## src/rtl/segment_write_scheduler_if.sv

```systemverilog
// Request and write-port bundle for the segment write scheduler.
// master = requesters plus register file side; slave = scheduler.
interface segment_write_scheduler_if;
    logic        a_valid;
    logic [2:0]  a_sel;
    logic [15:0] a_data;
    logic        a_ready;
    logic        b_valid;
    logic [2:0]  b_sel;
    logic [15:0] b_data;
    logic        b_ready;
    logic [2:0]  write_select;
    logic [15:0] write_data;
    logic        write_enable;

    modport master (
        output a_valid, a_sel, a_data,
        output b_valid, b_sel, b_data,
        input  a_ready, b_ready,
        input  write_select, write_data, write_enable
    );

    modport slave (
        input  a_valid, a_sel, a_data,
        input  b_valid, b_sel, b_data,
        output a_ready, b_ready,
        output write_select, write_data, write_enable
    );
endinterface

```

## src/rtl/segment_write_scheduler.sv

```systemverilog
// Round-robin arbitrated, FIFO-buffered segment register write port.
// Optional CS_WRITE_FLUSH_EN adds a cs_flush pulse after a CS commit.
module segment_write_scheduler #(
    parameter int DEPTH = 4,
    parameter int PTR_W = $clog2(DEPTH)
) (
    input  logic                        clk,
    input  logic                        reset,
    segment_write_scheduler_if.slave    bus,
    input  logic                        hold,
    input  logic                        squash,
    output logic [5:0]                  seg_pending,
    output logic                        bad_sel,
    output logic                        fifo_full
`ifdef CS_WRITE_FLUSH_EN
    ,
    output logic                        cs_flush
`endif
);

    typedef logic [PTR_W-1:0] ptr_t;
    typedef logic [PTR_W:0]   cnt_t;

    ptr_t        rd_q, rd_d, wr_q, wr_d;
    cnt_t        cnt_q, cnt_d;
    logic        rr_q, rr_d;
    logic        bad_q, bad_d;
    logic [2:0]  sel_q  [DEPTH];
    logic [2:0]  sel_d  [DEPTH];
    logic [15:0] data_q [DEPTH];
    logic [15:0] data_d [DEPTH];

    logic        empty, full, contest;
    logic        a_gnt, b_gnt, a_acc, b_acc, acc;
    logic        sel_ok, push, pop;
    logic [2:0]  in_sel;
    logic [15:0] in_data;
    logic [5:0]  pend;

    always_comb begin
        empty   = (cnt_q == '0);
        full    = (cnt_q == cnt_t'(DEPTH));
        contest = bus.a_valid & bus.b_valid;
        // rr_q = 0 favours A, 1 favours B
        a_gnt   = ~contest | ~rr_q;
        b_gnt   = ~contest | rr_q;
        bus.a_ready = a_gnt & ~full & ~squash;
        bus.b_ready = b_gnt & ~full & ~squash;
        a_acc   = bus.a_valid & bus.a_ready;
        b_acc   = bus.b_valid & bus.b_ready;
        acc     = a_acc | b_acc;
        in_sel  = a_acc ? bus.a_sel  : bus.b_sel;
        in_data = a_acc ? bus.a_data : bus.b_data;
        sel_ok  = (in_sel < 3'd6);
        push    = acc & sel_ok;
        pop     = ~empty & ~hold & ~squash;

        bus.write_enable = pop;
        bus.write_select = empty ? 3'd0  : sel_q[rd_q];
        bus.write_data   = empty ? 16'd0 : data_q[rd_q];

        sel_d  = sel_q;
        data_d = data_q;
        rd_d   = rd_q;
        wr_d   = wr_q;
        cnt_d  = cnt_q;
        bad_d  = 1'b0;
        rr_d   = (contest & acc) ? ~rr_q : rr_q;

        if (squash) begin
            rd_d  = '0;
            wr_d  = '0;
            cnt_d = '0;
        end else begin
            if (push) begin
                sel_d[wr_q]  = in_sel;
                data_d[wr_q] = in_data;
                wr_d         = wr_q + ptr_t'(1);
            end
            if (pop) rd_d = rd_q + ptr_t'(1);
            cnt_d = cnt_q + cnt_t'(push) - cnt_t'(pop);
            bad_d = acc & ~sel_ok;
        end
    end

    // An entry is live if its distance from the head is below the count
    always_comb begin
        pend = '0;
        for (int i = 0; i < DEPTH; i++) begin
            if ({1'b0, ptr_t'(i) - rd_q} < cnt_q)
                pend = pend | (6'd1 << sel_q[i]);
        end
    end

    assign seg_pending = pend;
    assign bad_sel     = bad_q;
    assign fifo_full   = full;

    always_ff @(posedge clk or negedge reset) begin
        if (!reset) begin
            rd_q  <= '0;
            wr_q  <= '0;
            cnt_q <= '0;
            rr_q  <= 1'b0;
            bad_q <= 1'b0;
            for (int i = 0; i < DEPTH; i++) begin
                sel_q[i]  <= '0;
                data_q[i] <= '0;
            end
        end else begin
            rd_q   <= rd_d;
            wr_q   <= wr_d;
            cnt_q  <= cnt_d;
            rr_q   <= rr_d;
            bad_q  <= bad_d;
            sel_q  <= sel_d;
            data_q <= data_d;
        end
    end

`ifdef CS_WRITE_FLUSH_EN
    logic cs_flush_q, cs_flush_d;

    assign cs_flush_d = pop & (bus.write_select == 3'd1);
    assign cs_flush   = cs_flush_q;

    always_ff @(posedge clk or negedge reset) begin
        if (!reset) cs_flush_q <= 1'b0;
        else        cs_flush_q <= cs_flush_d;
    end
`endif

endmodule

```

## src/flat_wrapper.sv

```systemverilog
// flat-port wrapper written by rule: the top's interface ports become plain ports
module segment_write_scheduler_flat 
#(
    parameter int DEPTH = 4,
    parameter int PTR_W = $clog2(DEPTH)
)
  (clk, reset, hold, squash, seg_pending, bad_sel, fifo_full, bus_a_valid, bus_a_sel, bus_a_data, bus_b_valid, bus_b_sel, bus_b_data, bus_a_ready, bus_b_ready, bus_write_select, bus_write_data, bus_write_enable);
  segment_write_scheduler_if bus_i ();
  input  logic clk;
  input  logic reset;
  input  logic hold;
  input  logic squash;
  output logic [5:0] seg_pending;
  output logic bad_sel;
  output logic fifo_full;
  input wire logic [$bits(bus_i.a_valid)-1:0] bus_a_valid;
  input wire logic [$bits(bus_i.a_sel)-1:0] bus_a_sel;
  input wire logic [$bits(bus_i.a_data)-1:0] bus_a_data;
  input wire logic [$bits(bus_i.b_valid)-1:0] bus_b_valid;
  input wire logic [$bits(bus_i.b_sel)-1:0] bus_b_sel;
  input wire logic [$bits(bus_i.b_data)-1:0] bus_b_data;
  output wire logic [$bits(bus_i.a_ready)-1:0] bus_a_ready;
  output wire logic [$bits(bus_i.b_ready)-1:0] bus_b_ready;
  output wire logic [$bits(bus_i.write_select)-1:0] bus_write_select;
  output wire logic [$bits(bus_i.write_data)-1:0] bus_write_data;
  output wire logic [$bits(bus_i.write_enable)-1:0] bus_write_enable;
  assign bus_i.a_valid = bus_a_valid;
  assign bus_i.a_sel = bus_a_sel;
  assign bus_i.a_data = bus_a_data;
  assign bus_i.b_valid = bus_b_valid;
  assign bus_i.b_sel = bus_b_sel;
  assign bus_i.b_data = bus_b_data;
  assign bus_a_ready = bus_i.a_ready;
  assign bus_b_ready = bus_i.b_ready;
  assign bus_write_select = bus_i.write_select;
  assign bus_write_data = bus_i.write_data;
  assign bus_write_enable = bus_i.write_enable;
  segment_write_scheduler #(.DEPTH(DEPTH), .PTR_W(PTR_W)) u_core (.clk(clk), .reset(reset), .bus(bus_i), .hold(hold), .squash(squash), .seg_pending(seg_pending), .bad_sel(bad_sel), .fifo_full(fifo_full));
endmodule
```

## config.mk

```make
export PLATFORM = sky130hd
export DESIGN_NAME = segment_write_scheduler_flat
export DESIGN_NICKNAME = d
export VERILOG_FILES = /design/src/rtl/segment_write_scheduler_if.sv /design/src/rtl/segment_write_scheduler.sv /design/src/flat_wrapper.sv
export SDC_FILE = /design/constraint.sdc
export NUM_CORES = 1
export LEC_CHECK = 0
export BUFFER_PORTS_ARGS = -buffer_cell sky130_fd_sc_hd__buf_2
export CORE_ASPECT_RATIO = 0.8
export CORE_MARGIN = 3
export CORE_UTILIZATION = 35
export DETAILED_ROUTE_END_ITERATION = 6
export SYNTH_ARGS = -nofsm -noshare
export SYNTH_HDL_FRONTEND = slang
export SYNTH_SLANG_ARGS = --single-unit
```

## constraint.sdc

```tcl
create_clock -name clk -period 2.9 [get_ports clk]
set_input_delay 0.145 -clock clk [delete_from_list [all_inputs] [get_ports clk]]
set_output_delay 0.145 -clock clk [all_outputs]
set_load 0.005 [all_outputs]
```

# --- Word-level counts from Yosys, hierarchy flattened ---
# Cells that the tools add are included.
op_classes:
  add_sub_neg: 8
  order_cmp: 8
  eq_ne: 1
  n_shift: 4
  muxes: 26
  bitwise_logic: 27
  n_reduce_logical: 5
ops:
  columns: ["operator", "count"]
  rows:
  - ["16-bit 2-to-1 mux", 5]
  - ["64-bit bitwise mux", 1]
  - ["16-bit binary-select mux with 2-bit select", 1]
  - ["16-bit demux with 2-bit select", 1]
  - ["6-bit 2-to-1 mux", 4]
  - ["1-bit by 3-bit left shift with 6-bit output (first input constant)", 4]
  - ["3-bit 2-to-1 mux", 6]
  - ["6-bit bitwise OR", 3]
  - ["1-bit AND", 12]
  - ["12-bit bitwise mux", 1]
  - ["2-bit by 3-bit less-than comparator with 1-bit output", 4]
  - ["2-bit 2-to-1 mux", 4]
  - ["1-bit inverter", 7]
  - ["3-bit binary-select mux with 2-bit select", 1]
  - ["3-bit demux with 2-bit select", 1]
  - ["3-bit greater-or-equal comparator (second input constant)", 2]
  - ["2-bit inverter with 3-bit output", 2]
  - ["2-bit by 1-bit adder with 2-bit output (second input constant)", 2]
  - ["2-bit nonzero test", 2]
  - ["1-bit by 2-bit subtractor with 2-bit output (first input constant)", 2]
  - ["2-bit subtractor (first input constant)", 2]
  - ["3-bit by 1-bit adder with 3-bit output", 1]
  - ["3-bit equality test (second input constant)", 1]
  - ["3-bit zero test", 1]
  - ["7 further kinds", 9]
totals:
  ff_bits: 85
  out_inout_bits: 30

# --- Depth between registers and ports, before layout ---
logic_depth:
  ltp_word: 12
  mapped_depth: 11
  depth_no_buf: 10

# --- Worst setup path after synthesis ---
# Ideal clock, no wire load.
synth_timing:
  kind: "flip-flop to flip-flop"
  startpoint: "reg u_core.cnt_q[0]"
  endpoint: "reg u_core.cnt_q[2]"
  arrival_time_ns: 2.352
  required_time_ns: 2.769
  setup_slack_ns: 0.417
  path_stages_with_launch: 12
  path_buffers: 1
  synth_period_minus_slack_ns: 2.483
  path_cell_list: "dfrtp_1 > nor3_1 > clkbuf_1 > nor3_1 > ha_1 > inv_1 > ha_1 > inv_1 > fa_1 > xnor2_1 > xnor2_1 > nor2_1"
synth_rtl:
  columns: ["item", "line", "text"]
  rows:
  - ["start: declaration", "segment_write_scheduler.sv:25", "cnt_t cnt_q, cnt_d;"]
  - ["start signal: assignment", "segment_write_scheduler.sv:113", "cnt_q <= cnt_d;"]
  - ["3-bit zero test", "segment_write_scheduler.sv:41", "empty = (cnt_q == '0);"]
  - ["1-bit inverter", "segment_write_scheduler.sv:56", "pop = ~empty & ~hold & ~squash;"]
  - ["1-bit AND (2 in series)", "segment_write_scheduler.sv:56", null]
  - ["named net bus_write_enable", "flat_wrapper.sv:26", "output wire logic [$bits(bus_i.write_enable)-1:0] bus_write_enable;"]
  - ["3-bit by 1-bit subtractor with 3-bit output", "segment_write_scheduler.sv:81", "cnt_d = cnt_q + cnt_t'(push) - cnt_t'(pop);"]
  - ["3-bit 2-to-1 mux", "segment_write_scheduler.sv:70", "if (squash) begin"]
  - ["named net u_core.cnt_d[2]", "segment_write_scheduler.sv:25", null]
# The timed path passes the listed nets, and every way through them passes these cells.
# A chain may end at the register's enable or synchronous reset.

# --- Final worst setup path ---
layout_timing:
  startpoint: "reg u_core.cnt_q[2]"
  endpoint: "reg u_core.cnt_q[2]"
layout_via:
  elab_chain_cells: 11
layout_lines:
  columns: ["item", "line", "text"]
  rows:
  - ["3-bit equality test", "segment_write_scheduler.sv:42", "full = (cnt_q == cnt_t'(DEPTH));"]
  - ["1-bit inverter", "segment_write_scheduler.sv:47, segment_write_scheduler.sv:48", null]
  - ["1-bit AND (2 in series)", "segment_write_scheduler.sv:47", "bus.a_ready = a_gnt & ~full & ~squash;"]
  - ["1-bit AND", "segment_write_scheduler.sv:49", "a_acc = bus.a_valid & bus.a_ready;"]
  - ["3-bit 2-to-1 mux", "segment_write_scheduler.sv:52", "in_sel = a_acc ? bus.a_sel : bus.b_sel;"]
  - ["3-bit less-than comparator", "segment_write_scheduler.sv:54", "sel_ok = (in_sel < 3'd6);"]
  - ["1-bit AND", "segment_write_scheduler.sv:55", "push = acc & sel_ok;"]
  - ["3-bit by 1-bit adder with 3-bit output", "segment_write_scheduler.sv:81", null]
  - ["3-bit by 1-bit subtractor with 3-bit output (*)", "segment_write_scheduler.sv:81", null]
  - ["3-bit 2-to-1 mux (*)", "segment_write_scheduler.sv:70", null]
  - ["named net u_core.cnt_d[2]", "segment_write_scheduler.sv:25", null]
# Mark *: on every way through the listed nets, which the timed path passes. The rest lies on a longest branch.

==> flow_metrics.env <==
export IMPL_preCtsSetupSlack_ns=0.339
export IMPL_wirelength_mm=10.5
export IMPL_drtIter0Drc=135
export IMPL_drive_gt1_share_pct=49.1
export IMPL_clk_pin_slew_ns=0.06
export IMPL_path_class="flip-flop to flip-flop"
export IMPL_syn_num_nets=403
export IMPL_track_usage_pct=14.4
export IMPL_place_inst=588
export IMPL_layout_cells_non_filler=603
export IMPL_crit_required_ns=3.12
export IMPL_ant_nets=0
export IMPL_p_leak_uw=0.00254
export IMPL_arrival_ns=2.83
export IMPL_tightest_slew_ns=1.09
export IMPL_rows=37
export IMPL_syn2layout_area_growth_pct=16.8
export IMPL_root_buffer="clkbuf_16"
export IMPL_synth_top_family_by_area="multiplexers"
export IMPL_antenna_found_initial=0
export IMPL_cts_tree="yes"
export IMPL_crit_path_max_fanout=8
export IMPL_viasPerCell=5.08
export IMPL_cts_sinks=85
export IMPL_grt_pass1_wl_mm=17.1
export IMPL_syn_area_sq_um=4800
export IMPL_yosysWarningCount=0
export IMPL_cts_buffer_depth=2
export IMPL_wl_per_cell_um=17.4
export IMPL_status="finished, final reports clean"
export IMPL_postLayoutSetupSlackWorst_ns=0.285
export IMPL_grt_max_degree=86
export IMPL_initial_utilization_pct=36.5
export IMPL_total_power_uw=5940
export IMPL_drc=0
export IMPL_die_area_sq_um=15200
export IMPL_setup_viol=0
export IMPL_yosysSeqAreaShare_pct=44.3
export IMPL_ctsResizeCount=0
export IMPL_r2r_end="u_core.cnt_q[2]$_DFF_PN0_"
export IMPL_swShare_pct=33.5
export IMPL_synth_compound_area_share_pct=6.94
export IMPL_post_cts_buffers=0
export IMPL_seqPwrFrac_pct=36.1
export IMPL_power_clock_fraction_pct=19.3
export IMPL_hp_class="input pin to asynchronous set/reset pin"
export IMPL_synthAdderAreaFrac_pct=3.02
export IMPL_syn_inst=348
export IMPL_grt_overflow=0
export IMPL_vias=3066
export IMPL_p_int_uw=3950
export IMPL_start_kind="flip-flop"
export IMPL_finalMaxSlewViolations=0
export IMPL_synth_area_mux_share_pct=32.7
export IMPL_async_reset_ff_share_pct=100
export IMPL_seqCellArea_sq_um=2130
export IMPL_ys_seq_elements=85
export IMPL_ctsHoldBuffers=0
export IMPL_p_per_area_nw_per_um2=1060
export IMPL_clock_skew_ns=0.00657
export IMPL_fin_crit_ns=2.62
export IMPL_p_switching_uw=1990
export IMPL_core_area_sq_um=13100
export IMPL_r2r_setup_slack_ns=0.28
export IMPL_place_area_sq_um=5310
export IMPL_max_freq_mhz=382
export IMPL_hpwl_mm=7.09
export IMPL_nFillCells=1242
export IMPL_synth_avg_cell_area_sq_um=13.8
export IMPL_crit_path_end_kind="flip-flop"
export IMPL_die_h_um=111
export IMPL_htreeDepth=3
export IMPL_synth_top_area_share_pct=44.3
export IMPL_r2r_start="u_core.cnt_q[2]$_DFF_PN0_"
export IMPL_multiInputGateArea_sq_um=2450
export IMPL_synth_xor_area_share_pct=1.10
export IMPL_gp_congestion=0.873
export IMPL_synth_edf_count=0
export IMPL_period_share_pct=90.2
export IMPL_clkLatencyLatePin_ns=0.33
export IMPL_cts_buffers=9
export IMPL_reg2regPathDepth=10
export IMPL_dr_pass1_iters=4
export IMPL_synth_ff_type="dfrtp_1"
export IMPL_yosys_area_top_type="dfrtp_1"
export IMPL_synth_distinct_cells=42
export IMPL_yosys_area_share_simple_pct=7.17
export IMPL_fin_area_sq_um=5600
export IMPL_antenna_cells=0
export IMPL_maxCapViolations=0
export IMPL_yosys_top_cells_area="dfrtp_1 44%, mux2_4 13%, mux2_2 11%, mux4_2 8.9%, nor2b_1 2.7%"
export IMPL_tns_ns=0
export IMPL_relSlewSlack_pct=27.0
export IMPL_final_hold_violation_count=0
export IMPL_numPortBuffers=73
export IMPL_chipWidth_um=137
export IMPL_grt_pass1_vias=3226
export IMPL_io_pins=74
export IMPL_power_frac_comb_pct=44.6
export IMPL_nets=479
export IMPL_ir_drop_uv=393
export IMPL_rsz0062_at_grt="false"
-- placed cells by master, fill, tap and decap left out, types with 3 or more instances in the layout --
cell / Yosys / layout
dfrtp_1: 85 / 85
buf_2: 3 / 72
mux2_2: 45 / 45
mux2_4: 41 / 41
nor2b_1: 21 / 21
mux4_2: 19 / 19
a31oi_1: 16 / 16
inv_1: 14 / 14
buf_4: 0 / 13
nor2_1: 11 / 11
ha_1: 10 / 10
clkbuf_16: 0 / 9
nand2_1: 7 / 7
a211o_1: 5 / 5
nand2b_1: 4 / 4
o32ai_1: 4 / 4
nor3_1: 5 / 4
xnor2_1: 4 / 4
and3_1: 4 / 4
o21a_1: 3 / 3
a21oi_1: 3 / 3
o21ai_0: 3 / 3
clkinvlp_4: 0 / 3
-- cell usage after synthesis (2+ instances only) --
cell and instances:
a211o_1 5, a21oi_1 3, a31oi_1 16, and3_1 4, buf_1 2, buf_12 4
buf_2 3, buf_6 4, clkbuf_1 7, dfrtp_1 85, ha_1 10, inv_1 14
mux2_2 45, mux2_4 41, mux2i_1 2, mux4_2 19, nand2_1 7, nand2b_1 4
nand3_1 2, nor2_1 11, nor2b_1 21, nor3_1 5, nor3b_1 2, o21a_1 3
o21ai_0 3, o21bai_1 2, o32ai_1 4, or2_2 2, xnor2_1 4, xor2_1 2
-- power by group through the flow --
| stage | combinational [uW] | clock (uW) | sequential, uW |
|---|---|---|---|
| after global placement | 2610 | 0 | 2110 |
| after floorplan | 2010 | 0 | 2010 |
| after global routing | 2910 | 1230 | 2220 |
| after CTS | 2680 | 1180 | 2140 |
| after detailed placement | 2670 | 0 | 2150 |
| final | 2650 | 1150 | 2140 |
-- worst max-delay path, cell delays in order (launching register included) --
cell and delay, ns:
dfrtp_1 0.47, nor3b_4 0.22, a2111oi_4 0.38, mux2_4 0.26, and2_1 0.18, ha_1 0.16, inv_1 0.05, fa_1 0.40
xnor2_1 0.18, xnor2_1 0.15, nor2_1 0.05
-- cell families (layout without fill, tap and decap cells) --
family	count (synthesis)	after routing
fa+ha+maj	11	11
simple gates	61	61
mux	107	107
buf+inv	34	114
xor+xnor	6	6
compound gates	44	44
flops	85	85
-- through the flow --
stage | util [%] | hold slack, ns
floorplan | - | -0.151
global placement | 40.4 | 0.408
detailed placement | 40.4 | 0.417
CTS | 42.6 | 0.0527
global route | 42.6 | 0.0960
finish | 42.6 | 0.00586
-- how the worst max path moves through the flow --
stage                               from                         to  slack, ns  depth (start not counted)
5_1_grt        u_core.cnt_q[2]$_DFF_PN0_  u_core.cnt_q[2]$_DFF_PN0_       0.20                         10
6_report       u_core.cnt_q[2]$_DFF_PN0_  u_core.cnt_q[2]$_DFF_PN0_       0.28                         10
4_1_cts        u_core.cnt_q[2]$_DFF_PN0_  u_core.cnt_q[2]$_DFF_PN0_       0.31                         10
3_5_place_dp   u_core.cnt_q[2]$_DFF_PN0_  u_core.cnt_q[2]$_DFF_PN0_       0.34                         10
3_3_place_gp   u_core.cnt_q[2]$_DFF_PN0_  u_core.cnt_q[2]$_DFF_PN0_       0.38                         10
2_1_floorplan  u_core.cnt_q[0]$_DFF_PN0_  u_core.cnt_q[2]$_DFF_PN0_       0.42                         11
-- metal layers --
| layer | global-route usage, % | vias up | share of wire (%) |
|---|---|---|---|
| met5 | 0 | - | 0 |
| met4 | 3.19 | 0 | 0.93 |
| met3 | 3.58 | 8 | 5.9 |
| met2 | 22.6 | 81 | 46 |
| met1 | 20.1 | 1546 | 47 |
| li1 | - | 1431 | - |
-- cell type report --
class | instances | area share [%]
Multi-Input combinational cell | 229 | 43.7
Sequential cell | 85 | 38.0
Timing Repair Buffer | 85 | 8.17
Clock buffer | 9 | 4.02
Tap cell | 175 | 3.91
Clock inverter | 6 | 1.29
Inverter | 14 | 0.938
-- registers in the layout (all words and copies together), names as in the netlist --
| register | cells |
|---|---|
| u_core.data_q | 64 |
| u_core.sel_q | 12 |
| u_core.bad_sel | 1 |
| u_core.wr_q | 2 |
| u_core.rd_q | 2 |
| u_core.rr_q | 1 |
| u_core.cnt_q | 3 |
No activity file was read; power rests on OpenSTA's default activity.
